--- src/rtl/datapath_arbiter.sv ---
// Round-robin arbiter sharing one fixed-latency datapath between two
// requesters, with a tag pipeline and a credit-protected in-order result FIFO.
`timescale 1ns/1ps
module datapath_arbiter #(
  parameter int N     = 16,
  parameter int LAT   = 1,
  parameter int DEPTH = 4
) (
  input  logic         clk,
  input  logic         rst,
  input  logic [1:0]   req_valid,
  output logic [1:0]   req_ready,
  input  logic [N-1:0] req_a0,
  input  logic [N-1:0] req_b0,
  input  logic [N-1:0] req_a1,
  input  logic [N-1:0] req_b1,
  input  logic [2:0]   req_op0,
  input  logic [2:0]   req_op1,
  output logic [N-1:0] dp_a,
  output logic [N-1:0] dp_b,
  output logic [2:0]   dp_op,
  input  logic [N-1:0] dp_y,
  input  logic         dp_co,
  output logic         rsp_valid,
  input  logic         rsp_ready,
  output logic         rsp_id,
  output logic [N-1:0] rsp_y,
  output logic         rsp_co,
  output logic         busy
);

  localparam int CW = $clog2(DEPTH + 1);
  localparam int AW = (DEPTH > 1) ? $clog2(DEPTH) : 1;
  localparam logic [CW-1:0] CMAX = CW'(DEPTH);
  localparam logic [AW-1:0] PLAST = AW'(DEPTH - 1);

  typedef struct packed {
    logic         id;
    logic [N-1:0] y;
    logic         co;
  } ent_t;

  logic [CW-1:0] cnt;
  logic          prio;
  logic [1:0]    gnt;
  logic          credit;
  logic          issue;
  logic          iss_id;
  logic          wr;
  logic          wid;
  logic          pop;
  logic          empty;
  logic          full;
  logic [AW-1:0] wp;
  logic [AW-1:0] rp;
  logic [CW-1:0] occ;
  ent_t          mem [DEPTH];
  ent_t          head;

  // Grant selection: lone requester wins, otherwise the favoured one.
  always_comb begin
    gnt = 2'b00;
    case (1'b1)
      (req_valid == 2'b11): gnt = prio ? 2'b10 : 2'b01;
      default:              gnt = req_valid;
    endcase
  end

  // A pop frees its credit only on the following cycle.
  assign credit    = (cnt < CMAX) & ~rst;
  assign req_ready = gnt & {2{credit}};
  assign issue     = |req_ready;
  assign iss_id    = req_ready[1];

  // Drive the datapath with the granted operands, zeros when idle.
  always_comb begin
    dp_a  = '0;
    dp_b  = '0;
    dp_op = '0;
    if (issue) begin
      dp_a  = iss_id ? req_a1  : req_a0;
      dp_b  = iss_id ? req_b1  : req_b0;
      dp_op = iss_id ? req_op1 : req_op0;
    end
  end

  // Priority flips to the other requester after every issue.
  always_ff @(posedge clk) begin
    if (rst) prio <= 1'b0;
    else if (issue) prio <= ~iss_id;
  end

  // Credits: in-flight operations plus buffered results.
  always_ff @(posedge clk) begin
    if (rst) begin
      cnt <= '0;
    end else begin
      case ({issue, pop})
        2'b10:   cnt <= cnt + 1'b1;
        2'b01:   cnt <= cnt - 1'b1;
        default: cnt <= cnt;
      endcase
    end
  end

  assign busy = (cnt != '0);

  generate
    if (LAT == 0) begin : g_comb
      assign wr  = issue;
      assign wid = iss_id;
    end else begin : g_tag
      logic [LAT-1:0] tv;
      logic [LAT-1:0] tid;
      // Tag shift register tracking each op through the datapath.
      always_ff @(posedge clk) begin
        if (rst) begin
          tv  <= '0;
          tid <= '0;
        end else begin
          tv[0]  <= issue;
          tid[0] <= iss_id;
          for (int s = 1; s < LAT; s++) begin
            tv[s]  <= tv[s-1];
            tid[s] <= tid[s-1];
          end
        end
      end
      assign wr  = tv[LAT-1];
      assign wid = tid[LAT-1];
    end
  endgenerate

  assign empty = (occ == '0);
  assign full  = (occ == CMAX);
  assign pop   = ~empty & rsp_ready;

  // FIFO pointers and occupancy; credits make overflow unreachable.
  always_ff @(posedge clk) begin
    if (rst) begin
      wp  <= '0;
      rp  <= '0;
      occ <= '0;
    end else begin
      assert (!(wr && full));
      if (wr)  wp <= (wp == PLAST) ? '0 : wp + 1'b1;
      if (pop) rp <= (rp == PLAST) ? '0 : rp + 1'b1;
      case ({wr, pop})
        2'b10:   occ <= occ + 1'b1;
        2'b01:   occ <= occ - 1'b1;
        default: occ <= occ;
      endcase
    end
  end

  // Result storage; contents are meaningless while the FIFO is empty.
  always_ff @(posedge clk) begin
    if (wr && !rst) mem[wp] <= '{id: wid, y: dp_y, co: dp_co};
  end

  assign head      = mem[rp];
  assign rsp_valid = ~empty;
  assign rsp_id    = empty ? 1'b0 : head.id;
  assign rsp_y     = empty ? '0   : head.y;
  assign rsp_co    = empty ? 1'b0 : head.co;

endmodule

--- config.mk ---
export PLATFORM = sky130hd
export DESIGN_NAME = datapath_arbiter
export DESIGN_NICKNAME = d
export VERILOG_FILES = /design/src/rtl/datapath_arbiter.sv
export SDC_FILE = /design/constraint.sdc
export NUM_CORES = 1
export LEC_CHECK = 0
export CAP_MARGIN = 0
export CORE_MARGIN = 5
export CORE_UTILIZATION = 66
export CTS_BUF_LIST = sky130_fd_sc_hd__clkbuf_8
export CTS_CLUSTER_SIZE = 28
export DETAILED_ROUTE_END_ITERATION = 8
export DONT_BUFFER_PORTS = 1
export PLACE_DENSITY_LB_ADDON = 0.05
export SYNTH_ARGS = -nofsm -noshare
export SYNTH_HDL_FRONTEND = slang
export SYNTH_SLANG_ARGS = --single-unit
--- constraint.sdc ---
create_clock -name clk -period 2.6 [get_ports clk]
set_clock_uncertainty 0.2 [all_clocks]
set_input_delay 0.52 -clock clk [delete_from_list [all_inputs] [get_ports clk]]
set_output_delay 0.52 -clock clk [all_outputs]
set_load 0.02 [all_outputs]
==> run summary <==
Row count = 29
Critical path data required time = 1.88 ns
Kind of cell adding the most delay to the critical path = buffers and inverters
YS warnings = 0
# port buffers = 0
Design area = 4767 um2
Drt total wl = 8700 um
Number of remaining DRC errors = 0
HPWL after detailed placement = 6275 um
Crit. path cell count = 6
Final #Nets = 453
Period minus WS final = 2.516 ns
Worst-case clock buffer depth = 2
Mapped cell area = 4202 um2
CP Data Arrival Time = 1.80 ns
Synth Instances = 313
Synth top area cells = edfxtp_1 51%, dfxtp_1 7.1%, o31ai_1 6.4%
# fillers = 388
Die Ht = 89.79 um
CTS clock-pin slew for the worst setup and hold paths = 0.08 ns
Worst Setup End Kind = output port
Crit path cell chain = nor2_2 -> o21a_1 -> inv_2 -> buf_12 -> o31ai_1 -> buf_4
Vias in the first global route = 2623
Antenna diodes = 0
Initial core utilization = 0.6693
Post-synth EDFFs = 72
Hold Crit Depth = 1
Antenna violations before repair = 0
Core area = 6277 um2
Sequential element share of the synthesized area = 0.5861
Status = complete, no violations
Fin. Hold Viols = 0
Maxcap violations = 0
Worst-Margin Slew = 0.4872 ns
R2R cell count = 7
Largest net degree at the start of global routing = 38
RSZ-0062 raised after global routing = yes
GRT overflow = 0
Gate power share = 0.376
CP peak stage delay = 0.33 ns
CTS tree = done
Pwr Total = 4151 uW
Sequential share of power = 0.407
Syn Nets = 414
PwrDens = 870.7 nW/um2
Pint = 2686 uW
Primary FF master, synth = edfxtp_1
Worst-path maximum fanout = 26
Synth top area share = 0.5146
CTS Root Cell = clkbuf_8
Max rail drop VDD = 0.0004914 V
Die width = 89.79 um
Final setup fails = 0
Mean Syn Cell Area = 13.42 um2
Detailed Routing Iterations Pass 1 = 6
Crit path launch type = flop
Routed Antenna Nets = 0
First-pass GRT wire length = 13500 um
Vias/cell = 6.007
Via count = 2607
Fmax = 0.3975 GHz
Final Max Tran Viols = 0
TritonCTS Buffers = 9
Hold Path End = prio
Leading area contributor after synthesis = edfxtp_1
Post-place instance area = 4568 um2
Routed len/inst = 20.05 um
Rel. slew slack = 0.6724
Crit Reg-Reg Endpoint = cnt[2]
Initial drt markers = 93
Final period util = 0.9676
Ys async rst share = 0
Clock Power Share = 0.217
Crit-path slowest cell = dfxtp_1
Distinct cells, synth = 33
Final core occ = 0.7594
Ratio of cells with drive above 1 in the final layout = 0.2185
Htree depth = 3
Clk sinks = 87
Sw frac = 0.3529
All-Layer GR Usage = 0.2139
R2R setup slack = 0.17 ns
CP Buf/Inv Count = 3
Leakage = 0.001850 uW
R2r startpoint = occ[0]
Worst Setup Path Type = flop to output port
Synthesized flop and latch total = 87
Hold path startpoint = rst
Worst-Skew Late Latency = 0.34 ns
Sw Pwr = 1465 uW
Final Wtd Congestion = 0.7878
Path type of the worst min-delay path = input port to flop
Area Overhead vs Synth = 13.46%
Die footprint = 8061 um2
# IOs = 149
metal layers:
| layer | wire, um | vias to the layer above | global-route usage | share of wire |
|---|---|---|---|---|
| met5 | 0 | - | 0 | 0 |
| met4 | 103 | 0 | 0.06801 | 0.012 |
| met3 | 536 | 9 | 0.05092 | 0.062 |
| met2 | 4798 | 108 | 0.3884 | 0.55 |
| met1 | 3262 | 1257 | 0.2476 | 0.37 |
| li1 | - | 1233 | - | - |
how the worst max path moves through the flow:
stage	startpoint	slack, ns	to
detailed placement	occ[0]	0.17	cnt[2]
floorplan	rst	0.19	cnt[2]
CTS	cnt[2]	0.06	dp_a[1]
finish	cnt[2]	0.08	dp_a[1]
global placement	occ[0]	0.21	cnt[2]
global route	cnt[2]	-0.01	dp_a[9]
cells in the final DEF (no fill, tap or decap), drive strengths merged:
master,n
nand3,35
and3,2
clkbuf,9
edfxtp,72
or2,1
o21a,1
o31ai,36
or3,4
bufinv,1
xnor2,1
ha,7
nand2,2
nor2b,6
o21ai,3
mux2i,3
nor2,10
xor2,3
mux4,18
buf,48
and2,4
and2b,12
fa,2
nor3,1
dfxtp,15
nor3b,2
nand2b,1
a21oi,7
clkinv,2
clkinvlp,2
inv,47
power groups by stage:
stage               registers (uW)  logic, uW  clock network [uW]
global route                  1700       1700                 986
finish                        1690       1560                 901
CTS                           1690       1590                 924
global placement              1710       1540                   0
floorplan                     1710       1240                   0
detailed placement            1720       1580                   0
repair_timing:
item,CTS,global route
hold buffers,0,0
endpoints found under the setup margin,0,5
resized for setup,0,1
setup buffers,0,0
state kept, by name, indices dropped and copies added, names as in the netlist, named ones only:
signal / count
mem: 72
g_tag.tid: 1
occ: 3
wp: 2
g_tag.tv: 1
prio: 1
cnt: 3
rp: 2
kinds of logic (layout without fill, tap and decap cells):
group	after synthesis	after routing	synth area share
buf+inv	65	109	0.07802
simple gates	80	80	0.1084
mux	21	21	0.1108
fa+ha+maj	9	9	0.03037
xor+xnor	4	4	0.008340
compound gates	47	47	0.07802
flops	87	87	0.5861
cell usage after synthesis (2+ instances only):
cell,count
mux2i_1,3
a21oi_1,7
inv_1,44
nor2b_1,6
o21ai_0,3
o31ai_1,36
nor2_1,9
and2_1,4
fa_1,2
clkbuf_1,5
edfxtp_1,72
mux4_2,10
nand2_1,2
buf_6,8
buf_2,6
and2b_1,12
and3_1,2
xor2_1,3
or3_1,4
dfxtp_1,15
nand3_1,35
ha_1,7
mux4_1,8
area by class of cell:
class | instances | area [um2] | area share
Clock buffer | 9 | 123.9 | 0.02598
Sequential cell | 87 | 2462 | 0.5165
Tap cell | 77 | 96.34 | 0.02021
Clock inverter | 7 | 70.07 | 0.01470
Multi-Input combinational cell | 161 | 1423 | 0.2984
Inverter | 45 | 168.9 | 0.03543
Timing Repair Buffer | 48 | 422.9 | 0.08871
through the flow:
step                setup TNS (ns)  setup WS, ns  hold slack, ns  std cells
global route              -0.03641      -0.01487         0.01023        434
floorplan                        0        0.1897          0.2383        313
global placement                 0        0.2126          0.2551        418
detailed placement               0        0.1749          0.2716        418
CTS                              0       0.05810         0.01408        434
finish                           0       0.08424         0.03408        434
Power figures use the tool's default switching activity.
